<file path="src/rtl/inst_fetch_q_if.sv">
// Instruction-side AHB-Lite bus between the fetch unit (master) and memory (slave).
interface inst_fetch_q_if #(
  parameter int unsigned XLEN   = 64,
  parameter int unsigned DATA_W = 64
);
  logic [XLEN-1:0]   HADDR;
  logic [1:0]        HTRANS;
  logic [DATA_W-1:0] HRDATA;
  logic              HREADY;

  modport master (output HADDR, output HTRANS, input HRDATA, input HREADY);
  modport slave  (input HADDR, input HTRANS, output HRDATA, output HREADY);
endinterface

</file>
<file path="src/rtl/inst_fetch_q.sv">
// Instruction fetch unit: pipelined AHB-Lite fetch into a PC-tagged prefetch queue,
// with decode back-pressure and redirect (flush + kill of the in-flight transfer).
module inst_fetch_q #(
  parameter int unsigned     XLEN       = 64,
  parameter int unsigned     DATA_W     = 64,
  parameter logic [XLEN-1:0] RESET_PC   = '0,
  parameter int unsigned     FIFO_DEPTH = 4
) (
  input  logic               CLK,
  input  logic               reset,
  input  logic               stall,
  input  logic               redirect_valid,
  input  logic [XLEN-1:0]    redirect_pc,
  inst_fetch_q_if.master     bus,
  output logic [31:0]        inst,
  output logic [XLEN-1:0]    inst_pc,
  output logic               inst_valid
);

  localparam int unsigned PTR_W = (FIFO_DEPTH > 1) ? $clog2(FIFO_DEPTH) : 1;
  localparam int unsigned CNT_W = PTR_W + 1;

  localparam logic [1:0] HT_IDLE   = 2'b00;
  localparam logic [1:0] HT_NONSEQ = 2'b10;

  // fetch / bus state
  logic [XLEN-1:0]  fetch_pc;
  logic             run_q;
  logic             wait_q;
  logic [1:0]       htrans_q;
  logic             dp_valid;
  logic             dp_kill;
  logic [XLEN-1:0]  dp_addr;
  logic             redir_pend;
  logic [XLEN-1:0]  redir_pc;

  // prefetch queue
  logic [XLEN-1:0]  q_pc   [FIFO_DEPTH];
  logic [31:0]      q_inst [FIFO_DEPTH];
  logic [PTR_W-1:0] rd_ptr;
  logic [PTR_W-1:0] wr_ptr;
  logic [CNT_W-1:0] count;

  // combinational helpers
  logic [CNT_W-1:0] occ_c;
  logic             issue_c;
  logic [1:0]       htrans_c;
  logic             accept_c;
  logic             complete_c;
  logic             redir_now_c;
  logic [XLEN-1:0]  redir_tgt_c;
  logic             flush_c;
  logic             push_c;
  logic             pop_c;
  logic [31:0]      word_c;
  logic             unused_bits;

  assign unused_bits = ^redirect_pc[1:0];

  // Select the 32-bit half of the data beat addressed by the data phase.
  if (DATA_W == 64) begin : g_w64
    assign word_c = dp_addr[2] ? bus.HRDATA[DATA_W-1:32] : bus.HRDATA[31:0];
  end else begin : g_w32
    assign word_c = bus.HRDATA[31:0];
  end

  // Issue/handshake decode; HTRANS is frozen for the whole of a wait state.
  always_comb begin
    occ_c       = count + CNT_W'(dp_valid && !dp_kill);
    issue_c     = run_q && (occ_c < CNT_W'(FIFO_DEPTH)) && !redir_pend;
    htrans_c    = wait_q ? htrans_q : (issue_c ? HT_NONSEQ : HT_IDLE);
    accept_c    = (htrans_c == HT_NONSEQ) && bus.HREADY;
    complete_c  = dp_valid && bus.HREADY;
    redir_now_c = bus.HREADY && (redirect_valid || redir_pend);
    redir_tgt_c = redirect_valid ? {redirect_pc[XLEN-1:2], 2'b00} : redir_pc;
    flush_c     = redirect_valid || redir_now_c;
    push_c      = complete_c && !dp_kill && !redir_now_c;
    pop_c       = inst_valid && !stall && !flush_c;
  end

  assign bus.HADDR  = fetch_pc;
  assign bus.HTRANS = htrans_c;

  assign inst_valid = (count != '0);
  assign inst       = inst_valid ? q_inst[rd_ptr] : '0;
  assign inst_pc    = inst_valid ? q_pc[rd_ptr]   : '0;

  // Address phase, data phase and redirect bookkeeping.
  always_ff @(posedge CLK or negedge reset) begin
    if (!reset) begin
      fetch_pc   <= RESET_PC;
      run_q      <= 1'b0;
      wait_q     <= 1'b0;
      htrans_q   <= HT_IDLE;
      dp_valid   <= 1'b0;
      dp_kill    <= 1'b0;
      dp_addr    <= '0;
      redir_pend <= 1'b0;
      redir_pc   <= '0;
    end else begin
      run_q    <= 1'b1;
      wait_q   <= !bus.HREADY;
      htrans_q <= htrans_c;

      if (redir_now_c) begin
        redir_pend <= 1'b0;
      end else if (redirect_valid) begin
        redir_pend <= 1'b1;
        redir_pc   <= {redirect_pc[XLEN-1:2], 2'b00};
      end

      if (redir_now_c) begin
        fetch_pc <= redir_tgt_c;
      end else if (accept_c) begin
        fetch_pc <= fetch_pc + XLEN'(4);
      end

      // An address taken on the redirect edge is already stale: mark it killed.
      if (accept_c) begin
        dp_valid <= 1'b1;
        dp_kill  <= redir_now_c;
        dp_addr  <= bus.HADDR;
      end else if (complete_c) begin
        dp_valid <= 1'b0;
        dp_kill  <= 1'b0;
      end else if (redirect_valid && dp_valid) begin
        dp_kill  <= 1'b1;
      end
    end
  end

  // Queue pointers and occupancy.
  always_ff @(posedge CLK or negedge reset) begin
    if (!reset) begin
      rd_ptr <= '0;
      wr_ptr <= '0;
      count  <= '0;
    end else if (flush_c) begin
      rd_ptr <= '0;
      wr_ptr <= '0;
      count  <= '0;
    end else begin
      if (push_c) wr_ptr <= wr_ptr + PTR_W'(1);
      if (pop_c)  rd_ptr <= rd_ptr + PTR_W'(1);
      count <= count + CNT_W'(push_c) - CNT_W'(pop_c);
    end
  end

  // Queue storage; contents are only visible through inst_valid.
  always_ff @(posedge CLK) begin
    if (push_c) begin
      q_pc[wr_ptr]   <= dp_addr;
      q_inst[wr_ptr] <= word_c;
    end
  end

endmodule

</file>
<file path="src/flat_wrapper.sv">
// flat-port wrapper written by rule: the top's interface ports become plain ports
module inst_fetch_q_flat 
#(
  parameter int unsigned     XLEN       = 64,
  parameter int unsigned     DATA_W     = 64,
  parameter logic [XLEN-1:0] RESET_PC   = '0,
  parameter int unsigned     FIFO_DEPTH = 4
)
  (CLK, reset, stall, redirect_valid, redirect_pc, inst, inst_pc, inst_valid, bus_HADDR, bus_HTRANS, bus_HRDATA, bus_HREADY);
  inst_fetch_q_if #(.XLEN(XLEN), .DATA_W(DATA_W)) bus_i ();
  input  logic CLK;
  input  logic reset;
  input  logic stall;
  input  logic redirect_valid;
  input  logic [XLEN-1:0] redirect_pc;
  output logic [31:0] inst;
  output logic [XLEN-1:0] inst_pc;
  output logic inst_valid;
  output wire logic [$bits(bus_i.HADDR)-1:0] bus_HADDR;
  output wire logic [$bits(bus_i.HTRANS)-1:0] bus_HTRANS;
  input wire logic [$bits(bus_i.HRDATA)-1:0] bus_HRDATA;
  input wire logic [$bits(bus_i.HREADY)-1:0] bus_HREADY;
  assign bus_HADDR = bus_i.HADDR;
  assign bus_HTRANS = bus_i.HTRANS;
  assign bus_i.HRDATA = bus_HRDATA;
  assign bus_i.HREADY = bus_HREADY;
  inst_fetch_q #(.XLEN(XLEN), .DATA_W(DATA_W), .RESET_PC(RESET_PC), .FIFO_DEPTH(FIFO_DEPTH)) u_core (.CLK(CLK), .reset(reset), .stall(stall), .redirect_valid(redirect_valid), .redirect_pc(redirect_pc), .bus(bus_i), .inst(inst), .inst_pc(inst_pc), .inst_valid(inst_valid));
endmodule
</file>
<file path="config.mk">
export PLATFORM = sky130hd
export DESIGN_NAME = inst_fetch_q_flat
export DESIGN_NICKNAME = d
export VERILOG_FILES = /design/src/rtl/inst_fetch_q_if.sv /design/src/rtl/inst_fetch_q.sv /design/src/flat_wrapper.sv
export SDC_FILE = /design/constraint.sdc
export NUM_CORES = 1
export LEC_CHECK = 0
export CORE_ASPECT_RATIO = 0.9
export CORE_MARGIN = 2
export CORE_UTILIZATION = 40
export CTS_CLUSTER_DIAMETER = 60
export CTS_CLUSTER_SIZE = 10
export DETAILED_ROUTE_END_ITERATION = 12
export PLACE_DENSITY_LB_ADDON = 0.25
export SLEW_MARGIN = 20
export SYNTH_ARGS = -nofsm -noshare
export SYNTH_HDL_FRONTEND = slang
export SYNTH_SLANG_ARGS = --single-unit
</file>
<file path="constraint.sdc">
create_clock -name CLK -period 11.2 [get_ports CLK]
set_input_delay 3.36 -clock CLK [delete_from_list [all_inputs] [get_ports CLK]]
set_output_delay 3.36 -clock CLK [all_outputs]
set_load 0.02 [all_outputs]
</file>
Word level (Yosys, flattened, before mapping)
Memory sizes are Yosys's and may differ from the RTL's. Index checks and enable logic that the tools add are counted.

Flip-flop bits (word level): 206. RAM bits: 384. Bits of input ports: 133. Output and inout port bits: 163. Word-level logic and storage cells: 70. Memories: 2.

Memories: u_core.q_pc (depth 4, width 64, rd ports 1, clocked after memory_dff 0, write ports 1, RTL line inst_fetch_q.sv:38) `logic [XLEN-1:0] q_pc [FIFO_DEPTH];`; u_core.q_inst (depth 4, width 32, rd ports 1, clocked after memory_dff 0, write ports 1, RTL line inst_fetch_q.sv:39) `logic [31:0] q_inst [FIFO_DEPTH];`.

Add/subtract/negate cells: 6. Order comparisons: 1. Equality and inequality tests: 1. Muxes and demuxes: 22. Reductions and logical operators: 26.

Operators with widths (number): two-way mux 64 bit (4); adder 64 x 3 -> 64 bit, second input constant (1); two-way mux 32 bit (2); two-way mux 2 bit (6); logical AND 1 bit (11); nonzero test 2 bit (5); two-way mux 1 bit (9); adder 3 x 1 -> 3 bit (2); logical NOT 1 bit (6); nonzero test 3 bit (2); adder 2 x 1 -> 2 bit, second input constant (2); < comparator 3 bit, second input constant (1); two-way mux 3 bit (1); subtractor 3 x 1 -> 3 bit (1); == test 2 bit, second input constant (1); logical OR 1 bit (2).

Longest topological paths before layout
Gate-level depths: netlist of run 1.

Depth after elaboration: 12. Mapped depth: 12. Depth with buffers taken out: 11.

Least setup slack after synthesis of run 1
OpenSTA, ideal clock, no wires.

Path type: input-to-reg. Start point: input port redirect_valid. End point: memory u_core.q_inst[0][0], enable pin. Arrival: 6.528 ns. Slack: 4.206 ns. Cell stages on the path: 3. Cells stage by stage: clkbuf_1 > nor4_1 > and2_1.

Word-level cells in the longest chain between the ends: 6.

RTL lines: from (decl) (RTL line flat_wrapper.sv:14) `input logic redirect_valid;`; logical OR 1 bit (RTL line inst_fetch_q.sv:74) `redir_now_c = bus.HREADY && (redirect_valid || redir_pend);`; logical AND 1 bit (RTL line inst_fetch_q.sv:74); logical NOT 1 bit (RTL line inst_fetch_q.sv:77) `push_c = complete_c && !dp_kill && !redir_now_c;`; logical AND 1 bit (RTL line inst_fetch_q.sv:77); two-way mux 1 bit (RTL line inst_fetch_q.sv:151) `if (push_c) begin`; two-way mux 1 bit (implied by the code) (RTL line inst_fetch_q.sv:153) `q_inst[wr_ptr] <= word_c;`; to (decl) (RTL line inst_fetch_q.sv:39).

Every way passes these cells.

Worst setup path after layout of run 1
Start point: register u_core.rd_ptr[0]. End point: output port inst_pc[4].

Word-level cells in the longest chain between the ends: 2.

RTL lines: from (decl) (RTL line inst_fetch_q.sv:40) `logic [PTR_W-1:0] rd_ptr;`; from (signal assigned) (RTL line inst_fetch_q.sv:144) `if (pop_c) rd_ptr <= rd_ptr + PTR_W'(1);`; memory read (4 x 64 bit); two-way mux 64 bit (RTL line inst_fetch_q.sv:86) `assign inst_pc = inst_valid ? q_pc[rd_ptr] : '0;`; to (decl) (RTL line flat_wrapper.sv:17) `output logic [XLEN-1:0] inst_pc;`.

Every way passes these cells.

==> results of run 1 <==
-- Yosys cell counts (all sizes together) (27+ instances only) --
library cell	instances	area, um^2
nor2b	56	350
a21oi	27	135
dfrtp	206	5150
edfxtp	384	11500
nor2	31	116
and2	103	644
a211oi	52	390
nand2	215	807
mux4	96	2160
mux2	82	923
a31oi	39	244
clkbuf	85	320
-- state kept, by name (all words and copies together), names as in the netlist --
| name | count |
|---|---|
| u_core.dp_addr | 64 |
| u_core.count | 3 |
| u_core.dp_kill | 1 |
| u_core.run_q | 1 |
| u_core.wait_q | 1 |
| u_core.redir_pend | 1 |
| u_core.dp_valid | 1 |
| u_core.wr_ptr | 2 |
| u_core.htrans_q | 2 |
| u_core.q_pc | 256 |
| u_core.q_inst | 128 |
| u_core.redir_pc | 64 |
| u_core.rd_ptr | 2 |
| u_core.bus.HADDR | 64 |
-- cells by family after synthesis --
logic type / Yosys count
fa+ha+maj: 8
compound gates: 199
simple gates: 535
mux: 194
xor+xnor: 20
flops: 590
buf+inv: 128
other cells: 1
-- where the power goes --
part | total, mW | internal (mW) | switching [mW]
sequential | 2.81 | 2.57 | 0.232
combinational | 0.591 | 0.283 | 0.308
clock | 1.99 | 1.17 | 0.826
total | 5.39 | 4.03 | 1.37
-- area by class of cell --
type / count / area (um^2)
antenna: 1 / 2.50
timing repair buffer: 312 / 3080
tap: 792 / 991
clock buffer: 92 / 1890
fill: 5191 / 30900
multi-input combinational: 957 / 7700
sequential: 590 / 16700
inverter: 19 / 71.3
clock inverter: 7 / 61.3
-- worst max-delay path: stages (launching register included) --
cell             delay [ps]
dfrtp_4                 870
buf_4                   690
mux4_2                  590
and2_1                  170
clkdlybuf4s50_1         670
-- how the worst max path moves through the flow --
stage,from,to,slack [ps],cells after the start
final,u_core.rd_ptr[0],inst_pc[4],4230,4
after global routing,u_core.rd_ptr[0],inst_pc[4],3930,4
after CTS,u_core.rd_ptr[0],inst_pc[4],4050,4
after detailed placement,bus_HREADY,u_core.bus.HADDR[55],4610,6
after global placement,bus_HREADY,u_core.bus.HADDR[53],4420,6
after floorplan,redirect_valid,u_core.q_inst[0][0],4210,3
-- stage by stage --
stage          util (%)  hold WS (ps)  cell area [um^2]  total power, mW  instances
2_1_floorplan         -           465             24800             3.10       1675
3_3_place_gp       46.5           481             28500             3.41       2670
3_5_place_dp       46.5           487             28500             3.44       2670
4_1_cts            49.7           498             30500             5.46       2769
5_1_grt            49.7           507             30500             5.63       2769
6_report           49.7           494             30500             5.39       2770
-- routing by layer --
layer  up-vias  GRT usage [%]
li1       6897              -
met1      7592           27.4
met2       445           28.2
met3       104           3.86
met4         2           5.65
met5         -              0
==> run metrics, run 1 <==
routed vias/inst=about 5.4; routability congestion estimate=a little under 0.9; Clock Pin Slew Worst Setup and Hold Paths=approximately 60 ps; Routed WL=59600 um; PostCTS Resize Cnt=0; Wirelength per Cell=21.5 um; Hold Crit Start=u_core.redir_pc[5]; crit path max fanout=34; crit path DAT=between 3000 and 4000 ps; Clock Latency Late Sink=590 ps; number of flops mapped to enable cells by yosys=384; worst slew pin tran=1170 ps; Setup CP Type=reg -> out; Mapped Area=about 0.025 mm^2; # nets final=2091; gr usage total=about a fifth; commonest non-fill, non-tap cell in the layout=edfxtp_1; Leakage Power=10.6 nW; Layout Skew=21.0 ps; # DRC=0; IO Count=296; syn_nets=1816; Worst Path Required=7840 ps; Synth Register Bits=590; post-synthesis xor/xnor area fraction=less than 1%; antenna-violating nets left=0; post-synthesis async set-or-reset flop share=34.9%; Slew headroom=between 20% and 30%; final cycle utilization of the critical path=62.2%; Num CTS Buffers=70; post-synthesis adder-cell area fraction=0.433%; via count=about 15000; Hold Buf Count CTS=0; commonest cells after routing, fill and taps aside=384 x edfxtp_1, 291 x clkdlybuf4s50_1, 215 x nand2_1; total grt overflow=0; Unique masters post-synth=48; drt initial violations=922; input/output buffers=293; largest net degree at the start of global routing=between 100 and 150; CTS max path bufs=3; cell area power density=roughly 180 mW/mm^2; Pre-antenna DRT Iters=6; Root Driver=clkbuf_16; maximum VDD drop=0.0000953 V; DR WL met2=26700 um; fin. max-slew vios=0; die area=0.0641 mm^2; Crit. End Element=output pin; DR top layer=met5; Worst Hold Class=reg -> reg; Final TNS setup=0 ps; vias in the first global route=15000; R2R Path End=u_core.bus.HADDR[29]; largest family of logic cells by synthesized area=multiplexers; Post-Synth Simple-Gate Area=between 10% and 20%; layout cells sized above 1=15.0%; antenna violations before repair=1; Worst Hold End=u_core.redir_pc[5]; upper clock frequency limit=0.144 GHz; Mean Syn Cell Area=14.8 um^2; Top FF cell, synth=edfxtp_1; Met3 Routed Length=approximately 3200 um; Num Clock Sinks=590; mux contribution to synthesized area=13.1%; YS warnings=0; worst reg2reg path depth=5; die height=240 um; Reg2Reg Setup Slack=8190 ps; RSZ-0062 raised after global routing=false; H-tree Lvls=3; # rows=86; Area Overhead vs Synth=22.8%; status=finished clean; wl on met1=28200 um; Critical Path Start Type=flop; Seq/Total Area, Yosys=67.2%; Post-DP HPWL=37200 um; FF-to-FF Start=u_core.bus.HADDR[6]; die width=267 um; min Tclk post-route=6970 ps; Mapped Cells=1675; first-pass GRT wire length=90400 um; TritonCTS clock tree=yes; Hold Path Stages=1; initial core utilization=40.5%; post-CTS setup buffers=0; final worst slack=between 4000 and 5000 ps; Setup WS pre-CTS=4610 ps; number of max-cap violations=0; Final setup viols=0; complex-gate fraction of the synthesized area=5.46%; Core Area=0.0613 mm^2; final hold violations=0
(Power assumes the default switching activity.)
==> inputs of run 2 (changes only) <==
clock period = 7.2 ns   (was 11.2 ns; I/O delays follow)
==> run metrics, run 2 (synthesis results as in run 1) <==
crit-path cells=buf_4 > mux4_2 > and2_1 > clkdlybuf4s50_1; power share of the clock group=37.8%; final hold violations=0; TritonCTS clock tree=yes; Root Driver=clkbuf_16; Clock Pin Slew Worst Setup and Hold Paths=roughly 50 ps; Seq pwr share=between 50% and 60%; Pre-antenna DRT Iters=5; Routed WL=59300 um; drt initial violations=about 900; Clock Latency Late Sink=590 ps; largest net degree at the start of global routing=105; total grt overflow=0; Final TNS setup=0 ps; # DRC=0; final cycle utilization of the critical path=76.5%; upper clock frequency limit=~0.18 GHz; commonest cells after routing, fill and taps aside=384 x edfxtp_1, 291 x clkdlybuf4s50_1, 215 x nand2_1; Slew headroom=31.4%; gr usage total=18.6%; Core Area=0.0613 mm^2; PostCTS Resize Cnt=0; routed vias/inst=5.37; final worst slack=1690 ps; # nets final=2099; Net Switching=between 2 and 2.5 mW; vias in the first global route=between 15000 and 20000; Post-DP HPWL=approximately 38000 um; CP max stage cell=dfrtp_4; status=finished clean; maximum VDD drop=between 0.00015 and 0.0002 V; Worst Path Required=5040 ps; Leakage Power=10.7 nW; IO Count=296; Layout Skew=17.3 ps; number of max-cap violations=0; min Tclk post-route=5510 ps; routability congestion estimate=roughly 0.85; Core Util, Final=50.0%; Crit. End Element=output pin; post-CTS setup buffers=0; critical path's largest stage delay=roughly 900 ps; crit path DAT=3350 ps; first-pass GRT wire length=between 90000 and 100000 um; antenna violations before repair=0; Wirelength per Cell=21.4 um; Hold Buf Count CTS=0; Critical Path Start Type=flop; Antenna Cells=0; antenna-violating nets left=0; CTS max path bufs=3; P_int=between 6 and 7 mW; die height=240 um; die area=between 0.06 and 0.07 mm^2; commonest non-fill, non-tap cell in the layout=edfxtp_1; fin. max-slew vios=0; Top reg by flops=u_core.q_pc; Num CTS Buffers=a little over 70; via count=14900; worst slew pin tran=roughly 1000 ps; H-tree Lvls=3; Final setup viols=0; crit path max fanout=35; # rows=86; die width=267 um; Regs by FF count=u_core.q_pc: 256 flops, u_core.q_inst: 128 flops; switch share=roughly 25%; Comb power frac=10.8%; max reg flops=256; input/output buffers=293; layout cells sized above 1=~16%; Setup WS pre-CTS=around 1900 ps; fin cells=2777; Area Overhead vs Synth=23.5%; RSZ-0062 raised after global routing=false; Setup CP Type=reg -> out; initial core utilization=40.5%; cell area power density=around 280 mW/mm^2; Num Clock Sinks=590; Hold Slack=between 400 and 500 ps; dpl cells=around 2700; Worst Hold Class=reg -> reg
run 2: per-layer routing:
layer  up-vias  GRT usage, %  share of wire, %
met4         0          5.19               2.2
met3        87          4.49               6.2
met2       436          28.2                45
met5         -             0                 0
li1       6904             -                 -
met1      7497          26.7                47
run 2: area by class of cell:
| class | count | area [um^2] |
|---|---|---|
| fillers | 5242 | 30700 |
| flip-flops and latches | 590 | 16700 |
| multi-input cells | 957 | 7700 |
| repair buffers | 319 | 3170 |
| clock buffers | 90 | 1950 |
| well taps | 792 | 991 |
| clock inverters | 10 | 90.1 |
| inverters | 19 | 71.3 |
run 2: metrics by stage:
stage	power (mW)	cell area [um^2]
2_1_floorplan	4.82	24800
3_3_place_gp	5.30	28600
3_5_place_dp	5.35	28600
4_1_cts	8.60	30700
5_1_grt	8.86	30700
6_report	8.50	30700
run 2: final timing paths:
check | from | end | slack [ps] | depth (start not counted)
max in group asynchronous | reset | u_core.rd_ptr[1] | 4170 | 2
min in group asynchronous | reset | u_core.redir_pc[53] | 1620 | 1
min | u_core.redir_pc[20] | u_core.redir_pc[20] | 490 | 1
max reg2reg | u_core.bus.HADDR[15] | u_core.bus.HADDR[29] | 4340 | 6
max | u_core.rd_ptr[0] | inst_pc[34] | 1690 | 4
min reg2reg | u_core.redir_pc[20] | u_core.redir_pc[20] | 490 | 1
run 2: power groups by stage:
| stage | logic [mW] | registers [mW] | clock network (mW) |
|---|---|---|---|
| after floorplan | 0.496 | 4.32 | 0 |
| final | 0.918 | 4.37 | 3.22 |
| after CTS | 0.930 | 4.36 | 3.30 |
| after global routing | 1.01 | 4.41 | 3.44 |
| after global placement | 0.906 | 4.40 | 0 |
| after detailed placement | 0.924 | 4.43 | 0 |
run 2: critical path, delay by kind of cell (launching register included):
family                 cells  cell delay (ps)
DFF                        1              900
buffers and inverters      2             1100
and+or+nand+nor            1              170
muxes                      1              560
